--- src/rtl/fp_mult_collector.sv ---
// fp_mult_collector: small FIFO that collects single-precision multiplier
// results with their status bytes. Alongside the queue it keeps sticky
// exception flags and saturating result and exception counters.
module fp_mult_collector #(
    parameter int DEPTH = 4,
    parameter int CNT_W = 16
) (
    input  logic                     clk,
    input  logic                     rst,
    input  logic                     in_valid,
    output logic                     in_ready,
    input  logic [31:0]              in_z,
    input  logic [7:0]               in_status,
    output logic                     out_valid,
    input  logic                     out_ready,
    output logic [31:0]              out_z,
    output logic [7:0]               out_status,
    input  logic                     clr_flags,
    output logic [5:0]               sticky_flags,
    output logic [CNT_W-1:0]         result_cnt,
    output logic [CNT_W-1:0]         excp_cnt,
    output logic [$clog2(DEPTH):0]   level
);
    localparam int AW = $clog2(DEPTH);
    localparam int LW = AW + 1;
    localparam logic [CNT_W-1:0] CNT_MAX = {CNT_W{1'b1}};

    logic [31:0]      mem_z [DEPTH];
    logic [7:0]       mem_s [DEPTH];
    logic [AW-1:0]    wr_ptr_q, wr_ptr_d;
    logic [AW-1:0]    rd_ptr_q, rd_ptr_d;
    logic [LW-1:0]    level_q, level_d;
    logic [5:0]       sticky_q, sticky_d;
    logic [CNT_W-1:0] rcnt_q, rcnt_d;
    logic [CNT_W-1:0] ecnt_q, ecnt_d;
    logic             push, pop, excp_ev;

    // Handshakes and head-of-queue presentation (zeroed while empty)
    always_comb begin
        in_ready   = (level_q != LW'(DEPTH));
        out_valid  = (level_q != '0);
        push       = in_valid && in_ready;
        pop        = out_valid && out_ready;
        excp_ev    = in_status[6] | in_status[5] | in_status[3];
        out_z      = out_valid ? mem_z[rd_ptr_q] : 32'd0;
        out_status = out_valid ? mem_s[rd_ptr_q] : 8'd0;
    end

    // Pointer and occupancy next-state; DEPTH is a power of two so the
    // pointers wrap naturally at DEPTH-1 -> 0
    always_comb begin
        wr_ptr_d = push ? wr_ptr_q + AW'(1) : wr_ptr_q;
        rd_ptr_d = pop  ? rd_ptr_q + AW'(1) : rd_ptr_q;
        level_d  = level_q;
        case ({push, pop})
            2'b10:   level_d = level_q + LW'(1);
            2'b01:   level_d = level_q - LW'(1);
            default: level_d = level_q;
        endcase
    end

    // Flag/counter next-state: a clear is applied first so a push in the
    // same cycle is still recorded on top of the cleared values
    always_comb begin
        sticky_d = sticky_q;
        rcnt_d   = rcnt_q;
        ecnt_d   = ecnt_q;
        if (clr_flags) begin
            sticky_d = '0;
            rcnt_d   = '0;
            ecnt_d   = '0;
        end
        if (push) begin
            sticky_d = sticky_d | in_status[7:2];
            if (rcnt_d != CNT_MAX) rcnt_d = rcnt_d + CNT_W'(1);
            if (excp_ev && (ecnt_d != CNT_MAX)) ecnt_d = ecnt_d + CNT_W'(1);
        end
    end

    // Queue storage; contents need no reset since level gates visibility
    always_ff @(posedge clk) begin
        if (push) begin
            mem_z[wr_ptr_q] <= in_z;
            mem_s[wr_ptr_q] <= in_status;
        end
    end

    // Control state with asynchronous reset
    always_ff @(posedge clk or posedge rst) begin
        if (rst) begin
            wr_ptr_q <= '0;
            rd_ptr_q <= '0;
            level_q  <= '0;
            sticky_q <= '0;
            rcnt_q   <= '0;
            ecnt_q   <= '0;
        end else begin
            wr_ptr_q <= wr_ptr_d;
            rd_ptr_q <= rd_ptr_d;
            level_q  <= level_d;
            sticky_q <= sticky_d;
            rcnt_q   <= rcnt_d;
            ecnt_q   <= ecnt_d;
        end
    end

    assign sticky_flags = sticky_q;
    assign result_cnt   = rcnt_q;
    assign excp_cnt     = ecnt_q;
    assign level        = level_q;

endmodule

--- config.mk ---
export PLATFORM = sky130hd
export DESIGN_NAME = fp_mult_collector
export DESIGN_NICKNAME = d
export VERILOG_FILES = /design/src/rtl/fp_mult_collector.sv
export SDC_FILE = /design/constraint.sdc
export NUM_CORES = 1
export LEC_CHECK = 0
export ABC_AREA = 1
export BUFFER_PORTS_ARGS = -buffer_cell sky130_fd_sc_hd__buf_2
export CAP_MARGIN = 20
export CORE_UTILIZATION = 30
export CTS_BUF_LIST = sky130_fd_sc_hd__clkbuf_4
export CTS_CLUSTER_SIZE = 14
export DETAILED_ROUTE_END_ITERATION = 16
export GPL_TIMING_DRIVEN = 0
export PLACE_DENSITY = 0.5
export SETUP_SLACK_MARGIN = 0.15
export SLEW_MARGIN = 40
export SYNTH_ARGS = -nofsm -noshare
export SYNTH_HDL_FRONTEND = slang
export SYNTH_SLANG_ARGS = --single-unit
--- constraint.sdc ---
create_clock -name clk -period 8.6 [get_ports clk]
set_clock_uncertainty 0.2 [all_clocks]
set_input_delay 1.72 -clock clk [delete_from_list [all_inputs] [get_ports clk]]
set_output_delay 1.72 -clock clk [all_outputs]
set_load 0.005 [all_outputs]
Word level (Yosys, flattened, before mapping)
Memories as Yosys holds them, arrays and structs flattened.
Cells that the tools add are included.
- register bits: 45
- bits in writable memories: 160
- input bits: 45
- word-level logic and storage cells: 40
- memories kept: 2
- add/subtract/negate cells: 6
- equality and inequality tests: 5
- multiplexer cells: 13
- bitwise gates (word level): 3
- reduce and logical (&&, ||, !) cells: 5
- memory list (name ; depth ; bits a word ; rd ports ; clocked after Yosys merged registers in ; wr ports ; line ; RTL):
    mem_z ; 4 ; 32 ; 1 ; 0 ; 1 ; 28 ; logic [31:0] mem_z [DEPTH];
    mem_s ; 4 ; 8 ; 1 ; 0 ; 1 ; 29 ; logic [7:0] mem_s [DEPTH];
- operators with widths (kind ; number):
    $mux W16 ; 6
    $add A16 B1 Y16 const B ; 2
    $mux W32 ; 1
    $ne A16 B16 Y1 const B ; 2
    $mux W6 ; 2
    $mux W8 ; 1
    $or A6 B6 Y6 ; 1
    $pmux W3 S2 ; 1
    $add A2 B1 Y2 const B ; 2
    $add A3 B1 Y3 const B ; 1
    $logic_and A1 B1 Y1 ; 3
    $ne A3 B3 Y1 const B ; 1
    $reduce_bool A3 Y1 ; 1
    $sub A3 B1 Y3 const B ; 1
    $eq A2 B1 Y1 const B ; 1
    $eq A2 B2 Y1 const B ; 1
    $mux W1 ; 2
    $or A1 B1 Y1 ; 2
    $reduce_bool A2 Y1 ; 1

Depth between registers and ports, before layout
Gate-level depths: netlist of run 1.
- word-level depth: 5
- gate-level depth with buffers: 13

Worst setup path before layout of run 1
No wires, ideal clock.
- path kind: input port to flip-flop
- start: input port in_valid
- end: memory mem_s[0][0] (enable)
- library setup time: 438 ps
- data arrival time: 3843 ps
- required time: 7962 ps
- setup slack: 4119 ps
- stages on the path: 4
- cell sequence: nand2_1 -> buf_2 -> buf_1 -> nor2_1
- longest elaborated chain between the ends: 3
- RTL lines (what ; line ; RTL):
    start, declared ; 10 ; input logic in_valid,
    $logic_and A1 B1 Y1 ; 42 ; push = in_valid && in_ready;
    $mux W1 ; 82 ; if (push) begin
    $mux W1 (not written as such) ; 84 ; mem_s[wr_ptr_q] <= in_status;
    end, declared ; 29 ;
Every way passes these cells.

Worst setup path after layout of run 1
- start: register level_q[1], in the netlist level[1]
- end: output port out_status[7]
- longest elaborated chain between the ends: 2
- RTL lines (what ; line ; RTL):
    start, declared ; 32 ; logic [LW-1:0] level_q, level_d;
    start signal, assigned ; 100 ; level_q <= level_d;
    $reduce_bool A3 Y1 ; 41 ; out_valid = (level_q != '0);
    $mux W8 ; 46 ; out_status = out_valid ? mem_s[rd_ptr_q] : 8'd0;
    end, declared ; 17 ; output logic [7:0] out_status,
Every way passes these cells.

==> results.md, run 1 <==
* Most used standard cells in the synthesized netlist: 207 x nor2_1, 160 x edfxtp_1, 95 x nand2_1
* Transition at the pin with the smallest max-transition slack at roughly 0.78 ns
* Number of non-filler instances in the completed layout at between 1000 and 1500
* Setup repair after global routing missed its margin: no
* Fillers at ~2900
* Net Sw Power at 1.218 mW
* Hold Crit Endpoint: sticky_flags[4]$_DFF_PP0_
* Final-layout worst hold slack at 0.3048 ns
* Hold-fix buffers, CTS at 0
* Average wire per cell in the routed design at about 16 microns
* Std-Cell Core Area at 0.02894 sq mm
* Vias in the first global route at 6708
* Startpoint of the worst hold path: sticky_flags[4]$_DFF_PP0_
* GRT Util Overall at between 10% and 20%
* Source-to-sink clock delay at the later pin of the worst-skew pair at 0.67 ns
* Yosys synthesis warning count at 0
* Clock H-tree levels at 2
* Share of synthesized area occupied by flip-flops and latches at 66.69%
* Number of top-level pins at about 130
* Number of unique standard cell types used by synthesis at 32
* Post-detailed-route via-to-cell ratio at 4.520
* Total via count after detailed routing at 6663
* Count of standard-cell rows at 62
* Netlist Area Pre-Place at 0.008894 sq mm
* Global-route wire length before repair at between 30000 and 40000 microns
* Power Internal at 2.161 mW
* Setup slack of the critical path after layout at 4.199 ns
* Largest net degree at the start of global routing at 41
* Endpoint class of the critical path: primary output
* Synthesized instance count at about 850
* Remaining Overflow, GRT at 0
* Number of placed instances, taps included at 1374
* Post-synth EDFFs at 160
* Share of total power in sequential cells at between 30% and 40%
* Share of power burned in the clock network at about 26%
* Placer's final routability congestion estimate at 0.8291
* Area added between synthesis and finish at 24.06%
* Main synth FF type: edfxtp_1
* Summed negative setup slack over all endpoints at 0 ns
* Placement Setup Slack at 4.312 ns
* Count of antenna-violating nets left after detailed routing at 0
* Class of the worst hold path: flip-flop to flip-flop
* Worst r2r path cells at 11
* Max Freq at 227.2 MHz
* CP Class: flip-flop to primary output
* Final worst path period need at 4.401 ns
* FF-to-FF Start: level[0]$_DFFE_PP0P_
* Pre-Repair DR Iteration Count at 5
* Worst-case vdd ir drop at 0.1244 mV
* Chain of cells forming the critical path: nor3_2 -> clkbuf_1 -> a21oi_1 -> buf_2
* Clock transition at path regs at 0.07 ns
* Final Max Tran Viols at 0
* Count of buffers inserted at the top-level ports at 127
* Part of the power in combinational logic at 35.4%
* Final hold violations at 0
* CP startpoint kind: flip-flop
* R2r setup slk at 5.40 ns
* Die Height at about 170 microns
* Hold depth at 2
* Post-CTS setup repair buffer count at 0
* Net Count, Synth at about 900
* Slew margin rel. at 48.09%
* Number of antenna violations at the first check in global routing at 1
* Number of DRC markers after the initial detailed-route iteration at 368
* CP Data Required Time at 6.68 ns
* Average size of a mapped cell at 10.45 sq um
* Number of buffers created by CTS at 57
* Initial core utilization at a little under a third
* Clock net sink count at 205
* Most frequently used cell type in the post-synthesis netlist: nor2_1
* Maximum fanout encountered on the critical timing path at 10
* Largest incremental delay on the critical path at 0.56 ns
* Worst endpoint data arrival time at 2.48 ns
* Die X at 174.2 microns
* Die Outline Area at around 0.03 sq mm
* Routed wire length at approximately 23000 microns
* Async set-or-reset flop fraction in the synthesized netlist at 21.95%
* Cell type of the slowest stage on the worst timing path: clkbuf_1
* Net switching fraction of the power at 36.05%
* Largest cells by area after synthesis: edfxtp_1 54%, dfrtp_1 13%, nor2_1 8.7%
* Remaining design rule violation count at 0
* Area of all placed cells without fillers at 0.01103 sq mm
* Reg-to-Reg End: level[2]$_DFFE_PP0P_
* Detailed placement HPWL at 15730 microns
* Library cell occupying the most area in the post-synthesis netlist: edfxtp_1
* Post-CTS Resized at 0
* Yosys reg bits at about 210
* Leak Pwr at 4.474 nW
* Pwr/cell area at 306.3 mW/mm^2
* Launching element of the worst setup path: level[1]$_DFFE_PP0P_
* Post-place instance area at between 0.01 and 0.015 sq mm
* Post-route total power at 3.379 mW
* Setup-failing EPs final at 0
* Run status: finished, final reports clean
* Final nets at 1101
* Max Buffers Root-to-Sink at 3
* Final cell utilization of the core at about two fifths
* Crit share post-route at between 50% and 60%
* Root Buffer: clkbuf_4
* Top cell type's share of synthesized area at approximately 54%
* Clock tree from TritonCTS: done
* Count of max-cap constraint violations at 0
* Share of cells above drive strength 1 at 23.78%
## state kept, by name, indices dropped and copies added, names as in the netlist
name          flops
mem_z           128
mem_s            32
excp_cnt         16
result_cnt       16
sticky_flags      6
level             3
rd_ptr_q          2
wr_ptr_q          2
## layout by cell type, fill, tap and decap left out, types with 30 or more instances in the layout
cell,netlist,routed
nor2_1,207,203
edfxtp_1,160,160
buf_2,3,130
nand2_1,95,95
o21ai_0,85,85
clkbuf_4,0,81
inv_1,68,67
dfrtp_1,45,45
a21oi_1,42,42
nand3_1,30,30
## final cells by class
cell class,instances,area [sq um],share of cell area [%]
diodes,1,2.502,0.02268
plain buffers,39,176.4,1.599
clock buffers,81,608.1,5.511
clock inverters,18,107.6,0.9753
inverters,70,265.3,2.404
multi-input cells,537,2559,23.19
flip-flops and latches,205,5931,53.75
well taps,384,480.5,4.355
repair buffers,139,903.4,8.188
## power groups by stage
| stage | Clock (mW) | Combinational, mW | Sequential, mW |
|---|---|---|---|
| CTS | 0.902 | 1.23 | 1.31 |
| finish | 0.866 | 1.20 | 1.32 |
| floorplan | 0 | 0.639 | 1.34 |
| detailed placement | 0 | 1.22 | 1.33 |
| global placement | 0 | 1.13 | 1.35 |
| global route | 0.946 | 1.35 | 1.33 |
## layer usage
metal	vias to the layer above	track usage [%]	wire length (microns)
li1	3305	-	-
met1	3127	20.56	10900
met2	183	25.28	10630
met3	48	3.740	1287
met4	0	5.190	523
met5	-	0	0
## worst max-delay path: cells and delay by family, from the launching register on
kind / cells / cell delay [ns]
flip-flops: 1 / 0.42
AND/OR/NAND/NOR: 1 / 0.54
buffers and inverters: 2 / 0.73
AO/OA/AOI/OAI: 1 / 0.15
## worst max-delay path by stage
stage	slack, ns	endpoint
floorplan	4.12	mem_s[0][0]$_DFFE_PP_
global placement	2.19	mem_z[1][14]$_DFFE_PP_
detailed placement	4.31	result_cnt[6]$_DFF_PP0_
CTS	4.09	out_status[4]
global route	3.99	out_status[4]
finish	4.20	out_status[7]
## cells by family (layout without fill, tap and decap cells)
logic type               count (synthesis)  in the layout  synth area share (%)
buffers and inverters                  109            347                 4.938
flip-flops                             205            205                 66.69
other                                    0              1                     0
adder cells (fa/ha/maj)                  7              7                 1.069
AO/OA/AOI/OAI                          146            146                 8.441
AND/OR/NAND/NOR                        373            373                 17.78
XOR/XNOR                                11             11                 1.083
(Power assumes the default switching activity.)
==> run 2: changes to the inputs <==
PLACE_DENSITY = 0.52   (was 0.5)
clock period = 4 ns   (was 8.6 ns; I/O delays follow)
==> results.md, run 2 (synthesized netlist as in run 1, its figures left out) <==
* Run status: finished, final reports clean
* Initial core utilization at 30.74% (unchanged)
* Pre-Repair DR Iteration Count at 4 (-1)
* Startpoint of the worst hold path: in_z[30]
* Number of buffers created by CTS at 55 (-3.5%)
* Vias in the first global route at 6590 (-1.8%)
* Die Height at 174.2 microns (unchanged)
* Detailed placement HPWL at 15540 microns (-1.2%)
* Storage element area at 0.005931 sq mm (unchanged)
* Number of top-level pins at 128 (unchanged)
* Setup-failing EPs final at 0 (unchanged)
* Clock net sink count at 205 (unchanged)
* Root Buffer: clkbuf_4
* Largest net degree at the start of global routing at 38 (-7.3%)
* CP Data Required Time at 3.00 ns (-3.68 ns)
* GRT Util Overall at 15.42% (-0.22 points)
* FF-to-FF Start: level[0]$_DFFE_PP0P_
* Crit share post-route at between 80 and 90%
* Remaining design rule violation count at 0 (unchanged)
* CP startpoint kind: flip-flop
* Maximum fanout encountered on the critical timing path at 10 (unchanged)
* Launching element of the worst setup path: level[1]$_DFFE_PP0P_
* Source-to-sink clock delay at the later pin of the worst-skew pair at 0.66 ns (about the same)
* Worst endpoint data arrival time at 2.49 ns (about the same)
* Count of standard-cell rows at 62 (unchanged)
* Std-Cell Core Area at 0.02894 sq mm (unchanged)
* Global-route wire length before repair at 35960 microns (-1.4%)
* CP Class: flip-flop to primary output
* Setup repair after global routing missed its margin: no
* Number of antenna violations at the first check in global routing at 3 (+2)
* Final-layout worst hold slack at 0.1350 ns (-0.1698 ns)
* Slew margin rel. at 57.26% (+9.2 points)
* Logic depth of the worst path, buffers included at 4 (unchanged)
* Final Max Tran Viols at 0 (unchanged)
* Post-detailed-route via-to-cell ratio at 4.492 (-0.64%)
* Count of buffers inserted at the top-level ports at 127 (unchanged)
* Clock transition at path regs at 0.07 ns (about the same)
* Total via count after detailed routing at 6643 (-0.30%)
* Final cell utilization of the core at 37.95% (-0.18 points)
* Area added between synthesis and finish at 23.48%
* Max Freq at 286.7 MHz
* Routed wire length at 22860 microns (-2.1%)
* Remaining Overflow, GRT at 0 (unchanged)
* Commonest cells after routing, fill and taps aside: 203 x nor2_1, 160 x edfxtp_1, 131 x buf_2, 95 x nand2_1, 85 x o21ai_0
* Chain of cells forming the critical path: nor3_2 -> clkbuf_1 -> a21oi_1 -> buf_2
* Multi-input gate area at 0.002559 sq mm (unchanged)
* Biggest regs: mem_z (128), mem_s (32)
* Class of the worst hold path: primary input to flip-flop
* Transition at the pin with the smallest max-transition slack at 0.6412 ns (-0.1375 ns)
* Clock tree from TritonCTS: done
* Largest incremental delay on the critical path at 0.55 ns (about the same)
* Placer's final routability congestion estimate at 0.8380 (+1.1%)
* Leak Pwr at 4.449 nW (-0.54%)
* R2r setup slk at 1.15 ns (-4.25 ns)
* Count of max-cap constraint violations at 0 (unchanged)
* Gate family responsible for the most delay along the worst path: buffers and inverters
* Final worst path period need at 3.488 ns
* Die X at 174.2 microns (unchanged)
* Share of cells above drive strength 1 at 23.72% (-0.065 points)
* Average wire per cell in the routed design at 15.46 microns (-2.4%)
* Reg-to-Reg End: level[2]$_DFFE_PP0P_
* Hold depth at 1 (-1)
* Die Outline Area at 0.03034 sq mm (unchanged)
* Largest register FFs at 128 (unchanged)
* Hold Crit Endpoint: mem_z[3][30]$_DFFE_PP_
* Cell type of the slowest stage on the worst timing path: clkbuf_1
* Post-place instance area at 0.01027 sq mm (-0.45%)
* Area of all placed cells without fillers at 0.01098 sq mm (-0.46%)
* Post-CTS Resized at 0 (unchanged)
* Fillers at 2891 (+0.87%)
* Final nets at 1099 (-0.18%)
* Final hold violations at 0 (unchanged)
* Endpoint class of the critical path: primary output
* Top reg by flops: mem_z
* Summed negative setup slack over all endpoints at 0 ns (unchanged)
* Count of antenna-violating nets left after detailed routing at 0 (unchanged)
* Pwr/cell area at 650.1 mW/mm^2 (+110%)
* Most common cell after layout, fill and taps aside: nor2_1
* Max Buffers Root-to-Sink at 3 (unchanged)
* Crit path buffers/inverters at 2 (unchanged)
* Worst-case vdd ir drop at 0.2061 mV (+66%)
* Number of DRC markers after the initial detailed-route iteration at 335 (-9.0%)
* Worst r2r path cells at 11 (unchanged)
* Clock H-tree levels at 2 (unchanged)
run 2: cell types whose count changed in the layout (fill, tap and decap cells not counted), moves of 2 or more:
cell | previous run | this run
buf_16 | 7 | 4
diode_2 | 1 | 3
clkinv_1 | 14 | 17
clkinv_2 | 1 | 3
run 2: metrics by stage:
step | total power [mW] | std cells | worst slack [ns]
after global placement | 5.321 | 1362 | -1.458
after floorplan | 4.247 | 851 | 0.4395
after CTS | 7.290 | 1476 | 0.4046
final | 7.139 | 1479 | 0.5123
after detailed placement | 5.464 | 1373 | 0.6077
after global routing | 7.672 | 1478 | 0.2987
run 2: worst max path at each step:
stage	slack [ns]	endpoint
6_report	0.51	out_z[24]
5_1_grt	0.30	out_z[24]
4_1_cts	0.40	out_z[24]
3_5_place_dp	0.61	result_cnt[6]$_DFF_PP0_
3_3_place_gp	-1.46	mem_z[1][10]$_DFFE_PP_
2_1_floorplan	0.44	mem_s[0][0]$_DFFE_PP_
run 2: report_power, final:
group          internal (mW)  switching, mW  leakage [nW]
Combinational          0.911           1.62          1.97
Clock                  0.924          0.861         0.411
Sequential              2.72          0.107          2.06
Total                   4.56           2.58          4.45
run 2: worst reg2reg max path, delay by kind of cell (launching register included):
family | cells | cell delay [ns]
compound gates | 2 | 0.26
xor+xnor | 1 | 0.13
fa+ha+maj | 2 | 0.60
buf+inv | 4 | 0.85
flops | 1 | 0.43
simple gates | 2 | 0.29
run 2: per-layer routing:
layer  share of wire [%]  GRT usage (%)
met1                  45          19.84
met2                  46          24.82
met3                 6.8          4.353
met4                 2.3          5.336
met5               0.061              0
run 2: repair_timing:
action | in CTS | in global routing
hold buffers | 1 | 0
setup buffers | 0 | 0
endpoints found under the hold margin | 8 | 0
run 2: area by class of cell:
class,count,area share [%]
clock inverter,22,0.8659
buffer,39,1.618
clock buffer,80,5.469
timing repair buffer,139,7.884
inverter,70,2.415
tap,384,4.375
sequential,205,54.00
antenna,3,0.06836
multi-input combinational,537,23.30
==> run 3: changes to the inputs <==
ABC_AREA = 0   (was 1)
==> results.md, run 3 <==
* Max Buffers Root-to-Sink at 3 (unchanged)
* Area added between synthesis and finish at 23.13%
* CP Class: flip-flop to primary output
* Slew margin rel. at 46.73% (-11 points)
* Placer's final routability congestion estimate at 0.8477 (+1.2%)
* Launching element of the worst setup path: rd_ptr_q[0]$_DFFE_PP0P_
* Die X at 170.3 microns (-2.2%)
* Total via count after detailed routing at 5212 (-22%)
* Number of antenna violations at the first check in global routing at 1 (-2)
* Max Freq at 278.7 MHz (-2.8%)
* FF-to-FF Start: level[1]$_DFFE_PP0P_
* Clock net sink count at 205 (unchanged)
* Remaining Overflow, GRT at 0 (unchanged)
* Share of power burned in the clock network at 27.3% (+2.3 points)
* Post-CTS setup repair buffer count at 0 (unchanged)
* Net switching fraction of the power at 29.83% (-6.4 points)
* Die Outline Area at 0.02901 sq mm (-4.4%)
* Maximum fanout encountered on the critical timing path at 10 (unchanged)
* Run status: finished, final reports clean
* Most frequently used cell type in the post-synthesis netlist: edfxtp_1
* Largest register FFs at 128 (unchanged)
* Most used standard cells in the synthesized netlist: 160 x edfxtp_1, 45 x dfrtp_1, 44 x and2_1
* Source-to-sink clock delay at the later pin of the worst-skew pair at 0.64 ns (-0.02 ns)
* Worst r2r path cells at 11 (unchanged)
* Count of max-cap constraint violations at 0 (unchanged)
* Yosys synthesis warning count at 0 (unchanged)
* Die Height at 170.3 microns (-2.2%)
* R2r setup slk at 1.25 ns (+0.10 ns)
* Yosys reg bits at 205 (unchanged)
* Global-route wire length before repair at 30730 microns (-15%)
* Clock H-tree levels at 2 (unchanged)
* Main synth FF type: edfxtp_1
* Net Count, Synth at 550 (-39%)
* Count of buffers inserted at the top-level ports at 127 (unchanged)
* Transition at the pin with the smallest max-transition slack at 0.7866 ns (+0.1455 ns)
* Initial core utilization at 30.51% (-0.23 points)
* CP Data Required Time at 3.00 ns (about the same)
* Crit share post-route at 89.69% (+2.5 points)
* Share of cells above drive strength 1 at 39.84% (+16 points)
* Class of the worst hold path: primary input to flip-flop
* Post-synth EDFFs at 160 (unchanged)
* Endpoint class of the critical path: primary output
* Antenna Cells at 0 (-3)
* Average size of a mapped cell at 17.07 sq um (+63%)
* Worst-case vdd ir drop at 0.1696 mV (-18%)
* Number of unique standard cell types used by synthesis at 54 (+69%)
* Remaining design rule violation count at 0 (unchanged)
* Post-place instance area at 0.009738 sq mm (-5.2%)
* Average wire per cell in the routed design at 17.69 microns (+14%)
* Power Internal at 4.720 mW (+3.6%)
* Number of top-level pins at 128 (unchanged)
* Number of non-filler instances in the completed layout at 1111 (-25%)
* Final Max Tran Viols at 0 (unchanged)
* Post-detailed-route via-to-cell ratio at 4.691 (+4.4%)
* Vias in the first global route at 5675 (-14%)
* Commonest cells after routing, fill and taps aside: 160 x edfxtp_1, 138 x buf_2, 86 x clkbuf_4, 45 x dfrtp_1, 44 x and2_1
* Share of total power in sequential cells at 42.2% (+2.6 points)
* Final hold violations at 0 (unchanged)
* Most common cell after layout, fill and taps aside: edfxtp_1
* Worst endpoint data arrival time at 2.59 ns (+0.10 ns)
* Biggest regs: mem_z (128), mem_s (32)
* Hold depth at 1 (unchanged)
* Largest cells by area after synthesis: edfxtp_1 57%, dfrtp_1 13%, mux4_2 11%
* Library cell occupying the most area in the post-synthesis netlist: edfxtp_1
* Final worst path period need at 3.588 ns (+0.09998 ns)
* Top reg by flops: mem_z
* Synthesized instance count at 498 (-41%)
* Netlist Area Pre-Place at 0.008499 sq mm (-4.4%)
* CP startpoint kind: flip-flop
* Part of the power in combinational logic at 30.6% (-4.8 points)
* Summed negative setup slack over all endpoints at 0 ns (unchanged)
* Number of DRC markers after the initial detailed-route iteration at 231 (-31%)
* Setup-failing EPs final at 0 (unchanged)
* Top cell type's share of synthesized area at 56.53% (+2.5 points)
* GRT Util Overall at 14.00% (-1.4 points)
* Routed wire length at 19650 microns (-14%)
* Count of antenna-violating nets left after detailed routing at 0 (unchanged)
* Share of synthesized area occupied by flip-flops and latches at 69.78% (+3.1 points)
* Detailed placement HPWL at 12700 microns (-18%)
* Setup repair after global routing missed its margin: no
* Leak Pwr at 3.981 nW (-11%)
* Final nets at 740 (-33%)
* Net Sw Power at 2.006 mW (-22%)
* Pwr/cell area at 642.7 mW/mm^2 (-1.1%)
* Hold Crit Endpoint: mem_z[3][8]$_DFFE_PP_
* Final cell utilization of the core at 37.57% (-0.39 points)
* Count of standard-cell rows at 61 (-1.6%)
* Startpoint of the worst hold path: in_z[8]
* Root Buffer: clkbuf_4
* Number of placed instances, taps included at 1008 (-27%)
* Clock transition at path regs at 0.07 ns (about the same)
* Number of buffers created by CTS at 55 (unchanged)
* Async set-or-reset flop fraction in the synthesized netlist at 21.95% (unchanged)
* Area of all placed cells without fillers at 0.01047 sq mm (-4.7%)
* Pre-Repair DR Iteration Count at 4 (unchanged)
* Reg-to-Reg End: level[2]$_DFFE_PP0P_
* Clock tree from TritonCTS: done
* Std-Cell Core Area at 0.02786 sq mm (-3.7%)
* Largest net degree at the start of global routing at 43 (+13%)
[run 3: worst max path at each step]
stage | end | slack [ns] | cells after the start
5_1_grt | out_z[6] | 0.21 | 5
6_report | out_z[6] | 0.41 | 5
4_1_cts | out_z[6] | 0.30 | 5
3_5_place_dp | result_cnt[9]$_DFF_PP0_ | 0.74 | 11
2_1_floorplan | result_cnt[15]$_DFF_PP0_ | 1.20 | 10
3_3_place_gp | mem_z[1][10]$_DFFE_PP_ | 0.23 | 4
[run 3: cell families after synthesis]
group | after synthesis | share of synthesized area, %
AND/OR/NAND/NOR | 138 | 10.23
multiplexers | 48 | 11.61
buffers and inverters | 40 | 2.105
XOR/XNOR | 13 | 1.340
AO/OA/AOI/OAI | 47 | 3.813
adder cells (fa/ha/maj) | 7 | 1.119
flip-flops | 205 | 69.78
[run 3: per-layer routing]
layer | share of wire (%) | global-route usage, %
met2 | 49 | 23.54
met1 | 42 | 17.17
met5 | 0.076 | 0
met3 | 6.8 | 3.814
met4 | 1.7 | 5.170
[run 3: power by group through the flow]
stage                     sequential (mW)  clock (mW)  combinational [mW]
final                                2.84        1.83                2.06
after global routing                 2.87        2.02                2.29
after CTS                            2.84        1.91                2.13
after detailed placement             2.89           0                2.12
after global placement               2.89           0                2.03
after floorplan                      2.86           0                1.25
[run 3: what timing repair did]
action / 4_1_cts / 5_1_grt
endpoints found under the setup margin: 0 / 0
resized for setup: 0 / 0
hold buffers: 1 / 0
hold endpoints to repair: 12 / 0
[run 3: layout make-up]
| class | count | area (sq um) |
|---|---|---|
| sequential | 205 | 5931 |
| multi-input combinational | 253 | 2410 |
| tap | 378 | 473.0 |
| fill | 2675 | 17390 |
| buffer | 27 | 130.1 |
| clock buffer | 86 | 645.6 |
| timing repair buffer | 133 | 753.2 |
| clock inverter | 16 | 71.32 |
| inverter | 13 | 51.30 |
[run 3: stage by stage]
step / hold WS (ns) / power, mW / setup WS (ns)
detailed placement: 0.2964 / 5.008 / 0.7397
floorplan: 0.2870 / 4.113 / 1.201
global placement: 0.2936 / 4.913 / 0.2300
finish: 0.1164 / 6.726 / 0.4123
global route: 0.06159 / 7.173 / 0.2067
CTS: 0.04807 / 6.877 / 0.2991
[run 3: worst max-delay path, cell delays in order, from the launching register on]
cell	delay, ns
dfrtp_1	0.32
clkbuf_1	0.29
buf_2	0.43
mux4_2	0.56
and2_1	0.19
buf_2	0.13
